<file path="config.mk">
export PLATFORM = sky130hd
export DESIGN_NAME = spram_byte_ctrl
export DESIGN_NICKNAME = d
export VERILOG_FILES = /design/src/rtl/spram_byte_ctrl.sv
export SDC_FILE = /design/constraint.sdc
export NUM_CORES = 1
export LEC_CHECK = 0
export CAP_MARGIN = 30
export CORE_MARGIN = 10
export CORE_UTILIZATION = 41
export CTS_CLUSTER_SIZE = 16
export DETAILED_ROUTE_END_ITERATION = 8
export MAX_ROUTING_LAYER = met4
export PLACE_DENSITY = 0.86
export REMOVE_ABC_BUFFERS = 1
export SLEW_MARGIN = 0
export SYNTH_ARGS = -nofsm -noshare
export SYNTH_HDL_FRONTEND = slang
export SYNTH_SLANG_ARGS = --single-unit
</file>
<file path="constraint.sdc">
create_clock -name clk -period 3.9 [get_ports clk]
set_clock_uncertainty 0.05 [all_clocks]
set_input_delay 1.17 -clock clk [delete_from_list [all_inputs] [get_ports clk]]
set_output_delay 1.17 -clock clk [all_outputs]
set_load 0.02 [all_outputs]
</file>
<file path="src/rtl/spram_byte_ctrl.sv">
// Byte-addressed tape controller in front of a 16K x 16 single-port RAM.
// Zeroes the array after reset, then serves byte writes (1/cycle) and byte reads (latency 2).
module spram_byte_ctrl #(
    parameter int DEPTH          = 16384,
    parameter bit CLEAR_ON_RESET = 1'b1,
    parameter int ADDRW          = $clog2(DEPTH)
) (
    input  logic             clk,
    input  logic             rst,
    input  logic             req_valid,
    output logic             req_ready,
    input  logic             req_we,
    input  logic [ADDRW:0]   req_addr,
    input  logic [7:0]       req_wdata,
    output logic             rsp_valid,
    output logic [7:0]       rsp_rdata,
    output logic             init_done,
    output logic [3:0]       mem_we,
    output logic [ADDRW-1:0] mem_addr,
    output logic [15:0]      mem_wdata,
    input  logic [15:0]      mem_rdata
);

    typedef enum logic [1:0] {
        CLEAR,
        IDLE,
        READ_WAIT
    } state_t;

    state_t           state;
    logic [ADDRW-1:0] clr_cnt;
    logic             lane_q;
    logic             hs;

    assign req_ready = (state == IDLE);
    assign hs        = req_valid & req_ready;

    // NOTE: every output of an always_comb gets a default first, so no path can infer a latch.
    always_comb begin
        mem_we    = 4'h0;
        mem_addr  = '0;
        mem_wdata = '0;
        case (state)
            CLEAR: begin
                mem_we   = 4'hF;
                mem_addr = clr_cnt;
            end
            IDLE: begin
                if (hs) begin
                    mem_addr  = req_addr[ADDRW:1];
                    mem_wdata = {req_wdata, req_wdata};
                    // Both bytes carry the data; the nibble mask picks the lane.
                    if (req_we) begin
                        mem_we = req_addr[0] ? 4'b1100 : 4'b0011;
                    end
                end
            end
            default: ;
        endcase
    end

    // NOTE: clocked state uses non-blocking assignments only, so every register sees pre-edge values.
    // NOTE: lane_q has no reset; it is always written on the read handshake before READ_WAIT uses it.
    always_ff @(posedge clk) begin
        if (rst) begin
            state     <= CLEAR_ON_RESET ? CLEAR : IDLE;
            clr_cnt   <= '0;
            rsp_valid <= 1'b0;
            rsp_rdata <= 8'h00;
            init_done <= !CLEAR_ON_RESET;
        end else begin
            rsp_valid <= 1'b0;
            case (state)
                CLEAR: begin
                    clr_cnt <= clr_cnt + 1'b1;
                    if (clr_cnt == ADDRW'(DEPTH - 1)) begin
                        state     <= IDLE;
                        init_done <= 1'b1;
                    end
                end
                IDLE: begin
                    if (hs && !req_we) begin
                        lane_q <= req_addr[0];
                        state  <= READ_WAIT;
                    end
                end
                READ_WAIT: begin
                    rsp_rdata <= lane_q ? mem_rdata[15:8] : mem_rdata[7:0];
                    rsp_valid <= 1'b1;
                    state     <= IDLE;
                end
                default: state <= IDLE;
            endcase
        end
    end

endmodule

</file>
==> results of run 1 <==
[registers in the layout (all words and copies together) (netlist names)]
register,flops
rsp_rdata,8
clr_cnt,14
init_done,1
state,2
rsp_valid,1
lane_q,1
[routing by layer]
layer  global-route usage [%]  part of all wire (%)  wire length [µm]
met3                     3.86                   9.2               396
met1                     15.6                    46              1980
met2                     19.2                    44              1890
met4                     2.94                  0.88                38
met5                        -                     0                 0
[worst max-delay path by stage]
stage / depth (start not counted) / slack, ns / to / start
2_1_floorplan: 2 / 0.59 / mem_wdata[0] / req_valid
3_3_place_gp: 5 / -0.13 / mem_wdata[10] / req_valid
3_5_place_dp: 5 / -0.14 / mem_wdata[10] / req_valid
4_1_cts: 4 / 0.06 / mem_we[0] / req_addr[0]
5_1_grt: 4 / 0.004 / mem_we[2] / req_we
6_report: 4 / 0.09 / mem_we[0] / req_addr[0]
[power groups by stage]
stage | Combinational [mW] | Sequential, mW | Clock, mW
floorplan | 0.0172 | 0.289 | 0
global placement | 0.0726 | 0.290 | 0
detailed placement | 0.0738 | 0.290 | 0
CTS | 0.0720 | 0.283 | 0.161
global route | 0.0776 | 0.284 | 0.168
finish | 0.0710 | 0.284 | 0.156
[through the flow]
step / total power [mW] / hold slack, ns / area (µm²) / std cells
6_report: 0.510 / 0.406 / 2370 / 296
5_1_grt: 0.530 / 0.432 / 2370 / 296
4_1_cts: 0.516 / 0.412 / 2370 / 296
3_5_place_dp: 0.364 / 0.399 / 2360 / 292
3_3_place_gp: 0.362 / 0.387 / 2360 / 292
2_1_floorplan: 0.306 / 0.422 / 1380 / 152
[final cells by class]
cell class,count,area (µm²)
clock buffers,4,45.0
repair buffers,92,883
multi-input cells,120,812
inverters,5,18.8
flip-flops and latches,27,551
fillers,342,1260
well taps,48,60.1
[cells in the final DEF (no fill, tap or decap), types with 6 or more instances in the layout]
cell / count
mux2i_1: 8
dfxtp_1: 26
a22o_1: 13
dlygate4sd2_1: 30
a21oi_1: 11
or4_1: 6
a211oi_1: 8
clkdlybuf4s50_1: 57
nor2b_1: 7
nor2_1: 15
and2_1: 8
nand2_1: 6
[critical path: cells and delay by family]
kind | cells | cell delay, ns
AO/OA/AOI/OAI | 1 | 0.18
AND/OR/NAND/NOR | 1 | 0.17
buffers and inverters | 2 | 1.07
[kinds of logic (layout without fill, tap and decap cells)]
logic type / after synthesis / count (layout)
compound gates: 41 / 41
xor+xnor: 2 / 2
fa+ha+maj: 1 / 1
buf+inv: 31 / 101
flops: 27 / 27
mux: 12 / 12
simple gates: 64 / 64
==> impl_metrics.py, run 1 <==
metrics = {
    "clock_tree": {
        "clkSlewWorstSetupHoldPaths_ns": 0.09,
        "cts_tree": "yes",
        "insertion_delay_ns": 0.27,
        "post_cts_resize_count": 30,
        "htreeDepth": 1,
        "clockBufferDepth": 2,
        "cts_setup_buffers": 0,
        "clockRootBuffer": "clkbuf_8",
        "cts_hold_buf": 0,
        "cts_made_buffers": 3,
        "cts.sinks": 27,
    },
    "floorplan": {
        "dieArea_um2": 6560,
        "start_util_pct": 42.0,
        "fp.dieW_um": 81.0,
        "rows": 22,
        "coreArea_um2": 3630,
        "io_pins": 88,
        "die_h_um": 81.0,
    },
    "global_route": {
        "grt_pass1_wl_um": 6500,
        "grt_pass1_vias": 1439,
        "antenna_found_initial": 0,
        "grt_max_degree": 24,
        "grt_remaining_overflow": 0,
        "grt_util_all_layers_pct": 12.5,
    },
    "timing": {
        "setup_tns_ns": 0,
        "rsz0062_at_grt": "no",
        "max_freq_ghz": 0.262,
        "setup_violations": 0,
        "maxSlewHeadroom_pct": 34.9,
        "min_period_ns": 3.81,
        "final_hold_viol_count": 0,
        "tightest_slew_ns": 0.975,
        "fin_ws_ns": 0.0869,
        "slew_violations": 0,
        "period_share_pct": 97.8,
    },
    "outcome": {
        "run_status": "completed",
    },
    "job": {
        "maxCapViolations": 0,
    },
    "synthesis": {
        "synth_xor_area_share_pct": 1.15,
        "synth_top_family_by_area": "simple AND/OR/NAND/NOR gates",
        "synthAdderAreaFrac_pct": 0.820,
        "yosys-mux-area-fraction_pct": 8.20,
        "synth-compound-area-share_pct": 19.1,
        "yosys_warnings": 0,
        "netlist_top_cells_count": "dfxtp_1, nor2_1, a22o_1, clkbuf_1, a21oi_1",
        "ys_top_cells_by_area": "dfxtp_1, a22o_1, mux2i_1",
        "synth_top_area_cell": "dfxtp_1",
        "ys_ff_latch": 27,
        "synth_area_per_cell_um2": 8.58,
        "synth.distinct_cells": 33,
        "synth_cells": 178,
        "async_flop_share_pct": 0,
        "synthSimpleGateAreaFrac_pct": 23.9,
        "yosys.cell_count.top_type": "dfxtp_1",
        "ys.flop_type": "dfxtp_1",
        "syn_area_um2": 1530,
        "synth_edf_count": 1,
        "synth_top_cell_area_share_pct": 34.1,
        "synth-seq-area-share_pct": 36.1,
    },
    "placement": {
        "hpwl_um": 3480,
        "preCtsSetupSlack_ns": -0.144,
        "gp_congestion": 0.806,
        "port_buffers": 87,
    },
    "worst_setup_path": {
        "critPathLaunchType": "primary input",
        "crit_arrival_ns": 2.59,
        "critPathMaxFanout": 3,
        "reg2reg_depth": 3,
        "path_cells": "clkdlybuf4s50_1 > nand3b_1 > a21oi_1 > clkdlybuf4s50_1",
        "reg2reg_setup_slack_ns": 2.02,
        "rr_startpoint": "state[0]",
        "crit_required_ns": 2.68,
        "cp-end-kind": "output pin",
        "r2r-end": "clr_cnt[10]",
        "cp_slowest_cell": "clkdlybuf4s50_1",
        "worstSetupPathType": "primary input to output pin",
        "worst_path_most_repeated_cell": "clkdlybuf4s50_1",
        "cp_slowest_stage_delay_ns": 0.63,
    },
    "power_and_ir_drop": {
        "switching_share_pct": 21.4,
        "power.leakage_nw": 0.983,
        "internal_power_mw": 0.401,
        "irDropWorstVdd_mv": 0.206,
        "clockPowerShare_pct": 30.5,
        "powerDensity_nw_per_um2": 215,
        "comb_power_share_pct": 13.9,
        "switching_power_mw": 0.109,
        "power.share.sequential_pct": 55.6,
    },
    "route": {
        "wl_per_cell_um": 14.6,
        "drc": 0,
        "drt_pre_antenna_iters": 4,
        "avgViaCountPerCell": 5.19,
        "drtIter0Drc": 88,
        "postRouteAntennaNets": 0,
        "num_vias": 1536,
        "drt-total-wl_um": 4310,
    },
    "worst_hold_path": {
        "hold-path-endpoint": "init_done",
        "hold_path_depth": 2,
        "min_from": "init_done",
        "hold_class": "register to register",
    },
    "cells_and_area": {
        "syn_to_final_growth_pct": 55.2,
        "drive_gt1_share_pct": 5.24,
        "final_nets": 293,
        "postLayoutCoreUtil_pct": 65.2,
        "diodes": 0,
    },
}
Power figures use the tool's default switching activity.
==> run 2: changes to the inputs <==
Settings changed: ABC_AREA set to 1, PLACE_DENSITY 0.86 to 0.81.
==> run 2 against run 1 <==
Net effect: critical path depth rose by 2; fmax is 2.6% higher; final area up 1.1%; global-route usage grew 3.1 points; cell count is 20% higher; combinational power fell by 2%; critical path type unchanged; critical endpoint is now mem_addr[9].
==> impl_metrics.py, run 2 <==
metrics = {
    "clock_tree": {
        "clockBufferDepth": 2,
        "clkSlewWorstSetupHoldPaths_ns": 0.09,
        "insertion_delay_ns": 0.28,
        "cts_made_buffers": 3,
        "clockRootBuffer": "clkbuf_8",
        "cts.sinks": 27,
        "htreeDepth": 1,
        "cts_tree": "yes",
    },
    "cells_and_area": {
        "syn_to_final_growth_pct": 55.1,
        "largest-register": "clr_cnt",
        "layout_commonest_cell": "nand2_1",
        "top_regs": "clr_cnt (14), rsp_rdata (8), state (2)",
        "diodes": 0,
        "mostFrequentLayoutCells": "nand2_1, clkdlybuf4s50_1, dlygate4sd2_1",
        "largest_reg_flops": 14,
        "drive_gt1_share_pct": 6.51,
        "final_nets": 352,
    },
    "power_and_ir_drop": {
        "powerDensity_nw_per_um2": 214,
        "power.leakage_nw": 1.11,
        "irDropWorstVdd_mv": 0.157,
        "finalPower_mw": 0.513,
    },
    "worst_setup_path": {
        "cp-end-kind": "output pin",
        "reg2reg_setup_slack_ns": 2.33,
        "r2r-end": "lane_q",
        "critPathMaxFanout": 8,
        "worstSetupPathType": "primary input to output pin",
        "critPathLaunchType": "primary input",
        "rr_startpoint": "state[1]",
        "crit_arrival_ns": 2.50,
        "crit_required_ns": 2.68,
        "reg2reg_depth": 6,
    },
    "floorplan": {
        "start_util_pct": 42.2,
        "io_pins": 88,
        "dieArea_um2": 6620,
        "coreArea_um2": 3660,
        "rows": 22,
        "die_h_um": 81.4,
        "fp.dieW_um": 81.4,
    },
    "global_route": {
        "grt_max_degree": 23,
        "antenna_found_initial": 0,
        "grt_util_all_layers_pct": 15.6,
        "grt_remaining_overflow": 0,
        "grt_pass1_vias": 1721,
        "grt_pass1_wl_um": 8030,
    },
    "route": {
        "drt_pre_antenna_iters": 4,
        "num_vias": 1736,
        "drc": 0,
        "avgViaCountPerCell": 4.89,
        "postRouteAntennaNets": 0,
        "wl_per_cell_um": 13.9,
        "drtIter0Drc": 111,
        "drt-total-wl_um": 4940,
    },
    "timing": {
        "setup_tns_ns": 0,
        "rsz0062_at_grt": "no",
        "period_share_pct": 95.3,
        "final_hold_viol_count": 0,
        "min_period_ns": 3.72,
        "max_freq_ghz": 0.269,
        "tightest_slew_ns": 0.578,
        "setup_violations": 0,
        "maxSlewHeadroom_pct": 61.4,
        "slew_violations": 0,
    },
    "synthesis": {
        "netlist_top_cells_count": "nand2_1, inv_1, nor2_1, dfxtp_1, o21ai_0",
        "syn_area_um2": 1540,
        "synth_area_per_cell_um2": 6.71,
        "synth_top_cell_area_share_pct": 33.7,
        "synth-seq-area-share_pct": 35.7,
        "yosys.cell_count.top_type": "nand2_1",
        "ys_top_cells_by_area": "dfxtp_1, nand2_1, o21ai_0",
        "synth.distinct_cells": 26,
        "synth_cells": 230,
        "async_flop_share_pct": 0,
        "yosys_warnings": 0,
        "ys_ff_latch": 27,
        "synth_top_area_cell": "dfxtp_1",
        "synth_edf_count": 1,
        "ys.flop_type": "dfxtp_1",
    },
    "worst_hold_path": {
        "hold_path_depth": 2,
        "min_from": "clr_cnt[6]",
        "hold_class": "register to register",
        "hold-path-endpoint": "clr_cnt[6]",
    },
    "job": {
        "maxCapViolations": 0,
    },
    "outcome": {
        "run_status": "completed",
    },
    "placement": {
        "gp_congestion": 0.831,
        "hpwl_um": 4090,
        "port_buffers": 87,
    },
}
## run 2: cell count changes in the layout (fill, tap and decap cells not counted), moves of 6 or more
cell,previous run,this run
o21ai_0,3,24
or4_1,6,0
nor3_1,0,6
and2_1,8,0
inv_1,5,30
nor2b_1,7,0
nor2_1,15,29
a22o_1,13,0
a31oi_1,0,8
nand2_1,6,54
a211oi_1,8,0
mux2i_1,8,0
## run 2: logic make-up (layout without fill, tap and decap cells)
| kind of cell | Yosys count | in the layout | share of synthesized area [%] |
|---|---|---|---|
| compound gates | 46 | 46 | 17.8 |
| fa+ha+maj | 1 | 1 | 0.810 |
| buf+inv | 48 | 125 | 14.9 |
| flops | 27 | 27 | 35.7 |
| simple gates | 108 | 108 | 30.8 |
## run 2: worst max-delay path, cell delays in order
cell and delay [ns]:
clkdlybuf4s50_1 0.45, inv_1 0.06, nor2_4 0.13, buf_4 0.18
a32o_1 0.14, dlygate4sd2_1 0.37
## run 2: cell type report
type	count	area, µm²
sequential	27	551
tap	48	60.1
clock buffer	3	41.3
inverter	32	120
clock inverter	1	5.00
fill	354	1270
timing repair buffer	89	855
multi-input combinational	155	763
## run 2: where the power goes
| group | leakage, nW | internal, mW | total [mW] | switching [mW] |
|---|---|---|---|---|
| logic | 0.868 | 0.0460 | 0.0693 | 0.0233 |
| clock network | 0.0255 | 0.0717 | 0.160 | 0.0884 |
| registers | 0.219 | 0.280 | 0.283 | 0.00328 |
## run 2: how the worst max path moves through the flow
stage / endpoint / slack (ns) / cells past startpoint / from
2_1_floorplan: mem_wdata[0] / 0.53 / 4 / req_valid
3_3_place_gp: mem_we[2] / -0.07 / 7 / req_valid
3_5_place_dp: mem_we[2] / -0.1 / 7 / req_valid
4_1_cts: mem_wdata[1] / 0.007 / 6 / req_valid
5_1_grt: mem_we[2] / 0.11 / 7 / req_valid
6_report: mem_addr[9] / 0.18 / 6 / req_valid
## run 2: through the flow
step                      setup WS (ns)  util (%)  hold slack, ns  instance area, µm²  instances
final                             0.183      65.4           0.427                2390        355
after CTS                       0.00663      65.2           0.424                2390        355
after floorplan                   0.526         -           0.390                1430        214
after global placement          -0.0659      65.0           0.402                2380        351
after detailed placement        -0.0966      65.0           0.409                2380        351
after global routing              0.112      65.4           0.465                2390        355
## run 2: repair_timing
item / CTS / global route
pin swaps: 0 / 0
gates cloned: 0 / 0
setup endpoints to repair: 32 / 3
hold buffers: 0 / 0
buffers inserted: 0 / 0
gates resized for setup: 31 / 3
## run 2: layer usage
layer  up-vias  GRT usage, %  wire [µm]
met5         -             -          0
met4         0          4.67        102
met3        10          5.19        453
met2        72          27.7       2450
met1       770          15.9       1940
li1        884             -          -
